### src/rtl/pipe_adder_pkg.sv
// Shared definitions for the segmented pipelined adder: operating modes and stage-count derivation.
package pipe_adder_pkg;

    localparam logic ADD = 1'b0;
    localparam logic SUB = 1'b1;

    function automatic int stages_of(input int width, input int seg);
        return width / seg;
    endfunction

endpackage

### src/rtl/seg_adder.sv
// SEG-bit ripple-carry segment adder. Reports the carry out, the carry into the MSB,
// and the segment's group propagate and generate.
module seg_adder
    import pipe_adder_pkg::*;
#(
    parameter int SEG = 4
) (
    input  logic [SEG-1:0] a,
    input  logic [SEG-1:0] b,
    input  logic           cin,
    output logic [SEG-1:0] sum,
    output logic           cout,
    output logic           c_msb,
    output logic           p,
    output logic           g
);

    logic [SEG:0] c;
    logic [SEG:0] gc;

    // NOTE: combinational logic uses blocking assignments, with every output
    // given a default first so that no latch is inferred.
    always_comb begin
        c     = '0;
        gc    = '0;
        sum   = '0;
        c[0]  = cin;
        for (int i = 0; i < SEG; i++) begin
            sum[i]  = a[i] ^ b[i] ^ c[i];
            c[i+1]  = (a[i] & b[i]) | (c[i] & (a[i] ^ b[i]));
            gc[i+1] = (a[i] & b[i]) | (gc[i] & (a[i] ^ b[i]));
        end
    end

    // The generate chain starts from zero, so g is independent of cin.
    assign cout  = c[SEG];
    assign c_msb = c[SEG-1];
    assign p     = &(a ^ b);
    assign g     = gc[SEG];

endmodule

### src/rtl/pipe_adder.sv
// Pipelined adder/subtractor. Stage k adds segment k; operands are skewed in and sums deskewed out,
// and the whole pipe advances as one unit under valid/ready flow control.
module pipe_adder
    import pipe_adder_pkg::*;
#(
    parameter int WIDTH = 16,
    parameter int SEG   = 4
) (
    input  logic             clk,
    input  logic             rst,
    input  logic             in_valid,
    output logic             in_ready,
    input  logic [WIDTH-1:0] a,
    input  logic [WIDTH-1:0] b,
    input  logic             sub,
    input  logic             cin,
    output logic             out_valid,
    input  logic             out_ready,
    output logic [WIDTH-1:0] out_sum,
    output logic             out_cout,
    output logic             out_ovf,
    output logic             out_p,
    output logic             out_g
);

    localparam int STAGES = stages_of(WIDTH, SEG);

    if (SEG < 1 || (WIDTH % SEG) != 0) begin : g_bad_seg
        $error("pipe_adder: WIDTH must be a positive multiple of SEG");
    end

    logic [WIDTH-1:0] a_in   [STAGES];
    logic [WIDTH-1:0] b_in   [STAGES];
    logic [WIDTH-1:0] sum_in [STAGES];
    logic             c_in   [STAGES];
    logic             p_in   [STAGES];
    logic             g_in   [STAGES];
    logic             v_in   [STAGES];

    logic [SEG-1:0]   seg_sum  [STAGES];
    logic             seg_cout [STAGES];
    logic             seg_cmsb [STAGES];
    logic             seg_p    [STAGES];
    logic             seg_g    [STAGES];

    logic [WIDTH-1:0] a_q   [STAGES];
    logic [WIDTH-1:0] b_q   [STAGES];
    logic [WIDTH-1:0] sum_q [STAGES];
    logic             c_q   [STAGES];
    logic             p_q   [STAGES];
    logic             g_q   [STAGES];
    logic             ovf_q [STAGES];
    logic             v_q   [STAGES];

    logic advance;

    // The pipe moves only as a whole: a stall freezes every stage.
    assign advance  = out_ready | ~out_valid;
    assign in_ready = advance;

    for (genvar k = 0; k < STAGES; k++) begin : g_stage
        if (k == 0) begin : g_head
            assign a_in[k]   = a;
            assign b_in[k]   = (sub == SUB) ? ~b : b;
            assign sum_in[k] = '0;
            assign c_in[k]   = (sub == SUB) ? 1'b1 : cin;
            assign p_in[k]   = 1'b1;
            assign g_in[k]   = 1'b0;
            assign v_in[k]   = in_valid;
        end else begin : g_body
            assign a_in[k]   = a_q[k-1];
            assign b_in[k]   = b_q[k-1];
            assign sum_in[k] = sum_q[k-1];
            assign c_in[k]   = c_q[k-1];
            assign p_in[k]   = p_q[k-1];
            assign g_in[k]   = g_q[k-1];
            assign v_in[k]   = v_q[k-1];
        end

        seg_adder #(.SEG(SEG)) u_seg (
            .a     (a_in[k][k*SEG +: SEG]),
            .b     (b_in[k][k*SEG +: SEG]),
            .cin   (c_in[k]),
            .sum   (seg_sum[k]),
            .cout  (seg_cout[k]),
            .c_msb (seg_cmsb[k]),
            .p     (seg_p[k]),
            .g     (seg_g[k])
        );
    end

    // NOTE: all pipeline state uses non-blocking assignments; stage data is
    // cleared on reset along with the valid bits so the out_* ports read 0.
    always_ff @(posedge clk) begin
        if (rst) begin
            for (int k = 0; k < STAGES; k++) begin
                v_q[k]   <= 1'b0;
                a_q[k]   <= '0;
                b_q[k]   <= '0;
                sum_q[k] <= '0;
                c_q[k]   <= 1'b0;
                p_q[k]   <= 1'b0;
                g_q[k]   <= 1'b0;
                ovf_q[k] <= 1'b0;
            end
        end else if (advance) begin
            for (int k = 0; k < STAGES; k++) begin
                v_q[k]   <= v_in[k];
                a_q[k]   <= a_in[k];
                b_q[k]   <= b_in[k];
                sum_q[k] <= sum_in[k];
                sum_q[k][k*SEG +: SEG] <= seg_sum[k];
                c_q[k]   <= seg_cout[k];
                p_q[k]   <= p_in[k] & seg_p[k];
                g_q[k]   <= seg_g[k] | (seg_p[k] & g_in[k]);
                ovf_q[k] <= seg_cmsb[k] ^ seg_cout[k];
            end
        end
    end

    // Only the last stage's overflow is meaningful: it sees the word's MSB.
    assign out_valid = v_q[STAGES-1];
    assign out_sum   = sum_q[STAGES-1];
    assign out_cout  = c_q[STAGES-1];
    assign out_ovf   = ovf_q[STAGES-1];
    assign out_p     = p_q[STAGES-1];
    assign out_g     = g_q[STAGES-1];

endmodule
### config.mk
export PLATFORM = sky130hd
export DESIGN_NAME = pipe_adder
export DESIGN_NICKNAME = d
export VERILOG_FILES = /design/src/rtl/pipe_adder_pkg.sv /design/src/rtl/seg_adder.sv /design/src/rtl/pipe_adder.sv
export SDC_FILE = /design/constraint.sdc
export NUM_CORES = 1
export LEC_CHECK = 0
export ABC_CLOCK_PERIOD_IN_PS = 5300
export BUFFER_PORTS_ARGS = -buffer_cell sky130_fd_sc_hd__buf_2
export CAP_MARGIN = 30
export CORE_AREA = 5 5 109 111
export DETAILED_ROUTE_END_ITERATION = 12
export DIE_AREA = 0 0 114 116
export GPL_TIMING_DRIVEN = 0
export PLACE_DENSITY = 0.73
export SETUP_SLACK_MARGIN = 0.05
export SYNTH_ARGS = -nofsm -noshare
export SYNTH_HDL_FRONTEND = slang
export SYNTH_SLANG_ARGS = --single-unit
### constraint.sdc
create_clock -name clk -period 5.3 [get_ports clk]
set_input_delay 0 -clock clk [delete_from_list [all_inputs] [get_ports clk]]
set_output_delay 0 -clock clk [all_outputs]
set_load 0.02 [all_outputs]
==> run metrics <==
status complete, no violations; clk sinks 105; Critical Path AT 2.60 ns; CP max stage cell fa_1; Area Overhead vs Synth 19.4%; Clock Skews 0.00509 ns; vias per cell 4.44; CTS Buf Count 9; Setup crit end kind register; vias in the first global route 2645; Final Power 1620 uW; Cell Pwr Density 285 nW/um^2; HPWL Detailed 5030 um; TNS Setup 0 ns; Yosys top cell by area edfxtp_1; largest fanout on the critical path 2; leading post-synthesis cells by cell area edfxtp_1 (66%), and2_1 (9.7%), fa_1 (6.7%); leak pwr 0.00250 uW; pin count of the biggest net entering global routing 73; CP max stage delay 0.46 ns; Setup Viol. Count Final 0; RSZ-0062 raised after global routing no; drc violations 0; Avg WL per Cell 13.5 um; Post-layout nets 485; H-Tree Depth 3; achievable frequency 0.403 GHz; GRT Resource Usage Total 0.124; total congestion overflow 0; fin cells 560; initial antenna violation count 0; most frequent CP cell fa_1; post-synthesis register bit count 105; placed insts 519; first-pass GRT wire length 12500 um; I/O pin cnt 60; CTS tree yes; Root Buffer clkbuf_8; Starting Density 0.446; min cycle time layout 2.48 ns; critical path cell sequence fa_1 -> fa_1 -> fa_1 -> inv_1 -> fa_1 -> xor2_1 -> nor2_1; Avg Cell Area, Syn 14.9 um^2; Least-Margin Pin Slew 0.505 ns; GPL Wtd Cong 0.771; DIE AREA 13200 um^2; fin crit share 0.468; Synth Cell Area 4770 um^2; critical path class register to register; Crit path required time 5.42 ns; DR iter-0 viols 100; MaxCap Viol Count 0; Gate Count Post-Synth 320; WL final 7560 um; Core Util, Final 0.532; Max Root-Sink Buffers 2; share of the synthesized area in the top cell type 0.661; Final Hold Violating Endpoints 0; Hold WC Path Type input port to register; post-synthesis sequential area ratio 0.661; Core ar. 10700 um^2; fin. max-slew vios 0; Netlist cell types 27; clk slew on worst S/H paths 0.09 ns; layout cells sized above 1 0.212; Startpoint Class register; syn_nets 390; antenna cells 0; detailed-route via count 2484; Synth warnings 0; PortBufs 58; TritonRoute pass-1 iters 4; Routed Antenna Nets 0; Post-CTS Setup Inserts 0; slew margin rel. 0.663; # rows 38; maximum VDD drop 117 uV; clock insertion delay at the later pin of the skew report 0.36 ns; DIE WIDTH 114 um; die height 116 um
[repair_timing]
action,4_1_cts,5_1_grt
hold buffers,25,0
resized for setup,0,0
endpoints found under the hold margin,25,0
[layer usage]
layer / part of all wire / routed length [um] / global-route usage
met1: 0.45 / 3400 / 0.153
met2: 0.48 / 3660 / 0.207
met3: 0.040 / 304 / 0.0230
met4: 0.024 / 183 / 0.0649
met5: 0 / 0 / 0
[kinds of logic (layout without fill, tap and decap cells)]
logic type	Yosys count	in the layout	synth area share
AO/OA/AOI/OAI	13	13	0.0160
XOR/XNOR	17	17	0.0312
adder cells (fa/ha/maj)	32	32	0.109
buffers and inverters	36	136	0.0407
flip-flops	105	105	0.661
AND/OR/NAND/NOR	117	117	0.142
[registers in the layout, indices dropped and copies added, names as in the netlist]
signal,cells
c_q,4
sum_q,40
g_q,4
a_q,24
ovf_q,1
b_q,24
p_q,4
v_q,4
[through the flow]
stage,setup WS [ns],hold slack (ns),instance area [um^2]
finish,2.82,0.0568,5690
detailed placement,2.69,0.282,5260
global placement,2.60,0.277,5230
floorplan,2.87,0.140,4770
CTS,2.83,0.0522,5690
global route,2.64,0.0618,5690
[where the power goes]
group          internal, uW  total [uW]  leakage [uW]  switching (uW)
Clock                   213         458     0.0000898             244
Sequential              974         992       0.00125            17.8
Combinational          84.7         171       0.00116            86.5
[worst paths after layout]
path | start | to | slack, ns | cells past startpoint
max reg2reg | a_q[0][44]$_SDFFCE_PN0P_ | ovf_q[3]$_DFFE_PP_ | 2.82 | 7
min | sub | b_q[0][5]$_SDFFCE_PN0P_ | 0.06 | 3
min reg2reg | a_q[0][14]$_SDFFCE_PN0P_ | a_q[0][30]$_SDFFCE_PN0P_ | 0.52 | 1
max | a_q[0][44]$_SDFFCE_PN0P_ | ovf_q[3]$_DFFE_PP_ | 2.82 | 7
[area by class of cell]
type | count | area [um^2]
fillers | 915 | 5010
flip-flops and latches | 105 | 3150
multi-input cells | 179 | 1420
repair buffers | 84 | 568
well taps | 140 | 175
clock buffers | 11 | 131
plain buffers | 13 | 108
inverters | 23 | 86.3
clock inverters | 5 | 46.3
[layout by cell type, fill, tap and decap left out, types with 2 or more instances in the layout]
cell type and instances:
edfxtp_1 105, and2_1 74, buf_2 61, dlygate4sd3_1 25
nor2_1 24, inv_1 23, fa_1 16, ha_1 16
xnor2_1 12, clkbuf_8 9, a21oi_1 8, buf_6 6
xor2_1 5, nand3_1 5, or2_2 3, clkinv_1 3
buf_4 2, a31oi_1 2, nand2_1 2, nor3_1 2
clkbuf_2 2, clkbuf_1 2
[critical path, delay by kind of cell, from the launching register on]
kind / cells / cell delay, ns
fa+ha+maj: 4 / 1.44
flops: 1 / 0.44
xor+xnor: 1 / 0.20
buf+inv: 1 / 0.08
simple gates: 1 / 0.06
[cell usage after synthesis]
cell type  number
buf_4           2
nor3_1          2
buf_2           3
inv_1          23
clkbuf_2        2
a21oi_1         8
and2_1         74
nand2b_4        1
edfxtp_1      105
a31oi_1         2
a21o_1          1
nor2_1         24
xor2_1          5
and3_1          1
fa_1           16
nand4_1         1
ha_1           16
a211o_1         1
nand3_1         5
and4_1          1
xnor2_1        12
nand2b_1        1
or2_2           4
nor2b_4         1
buf_6           6
nand2_1         2
o211ai_1        1
No activity file was read; power rests on OpenSTA's default activity.
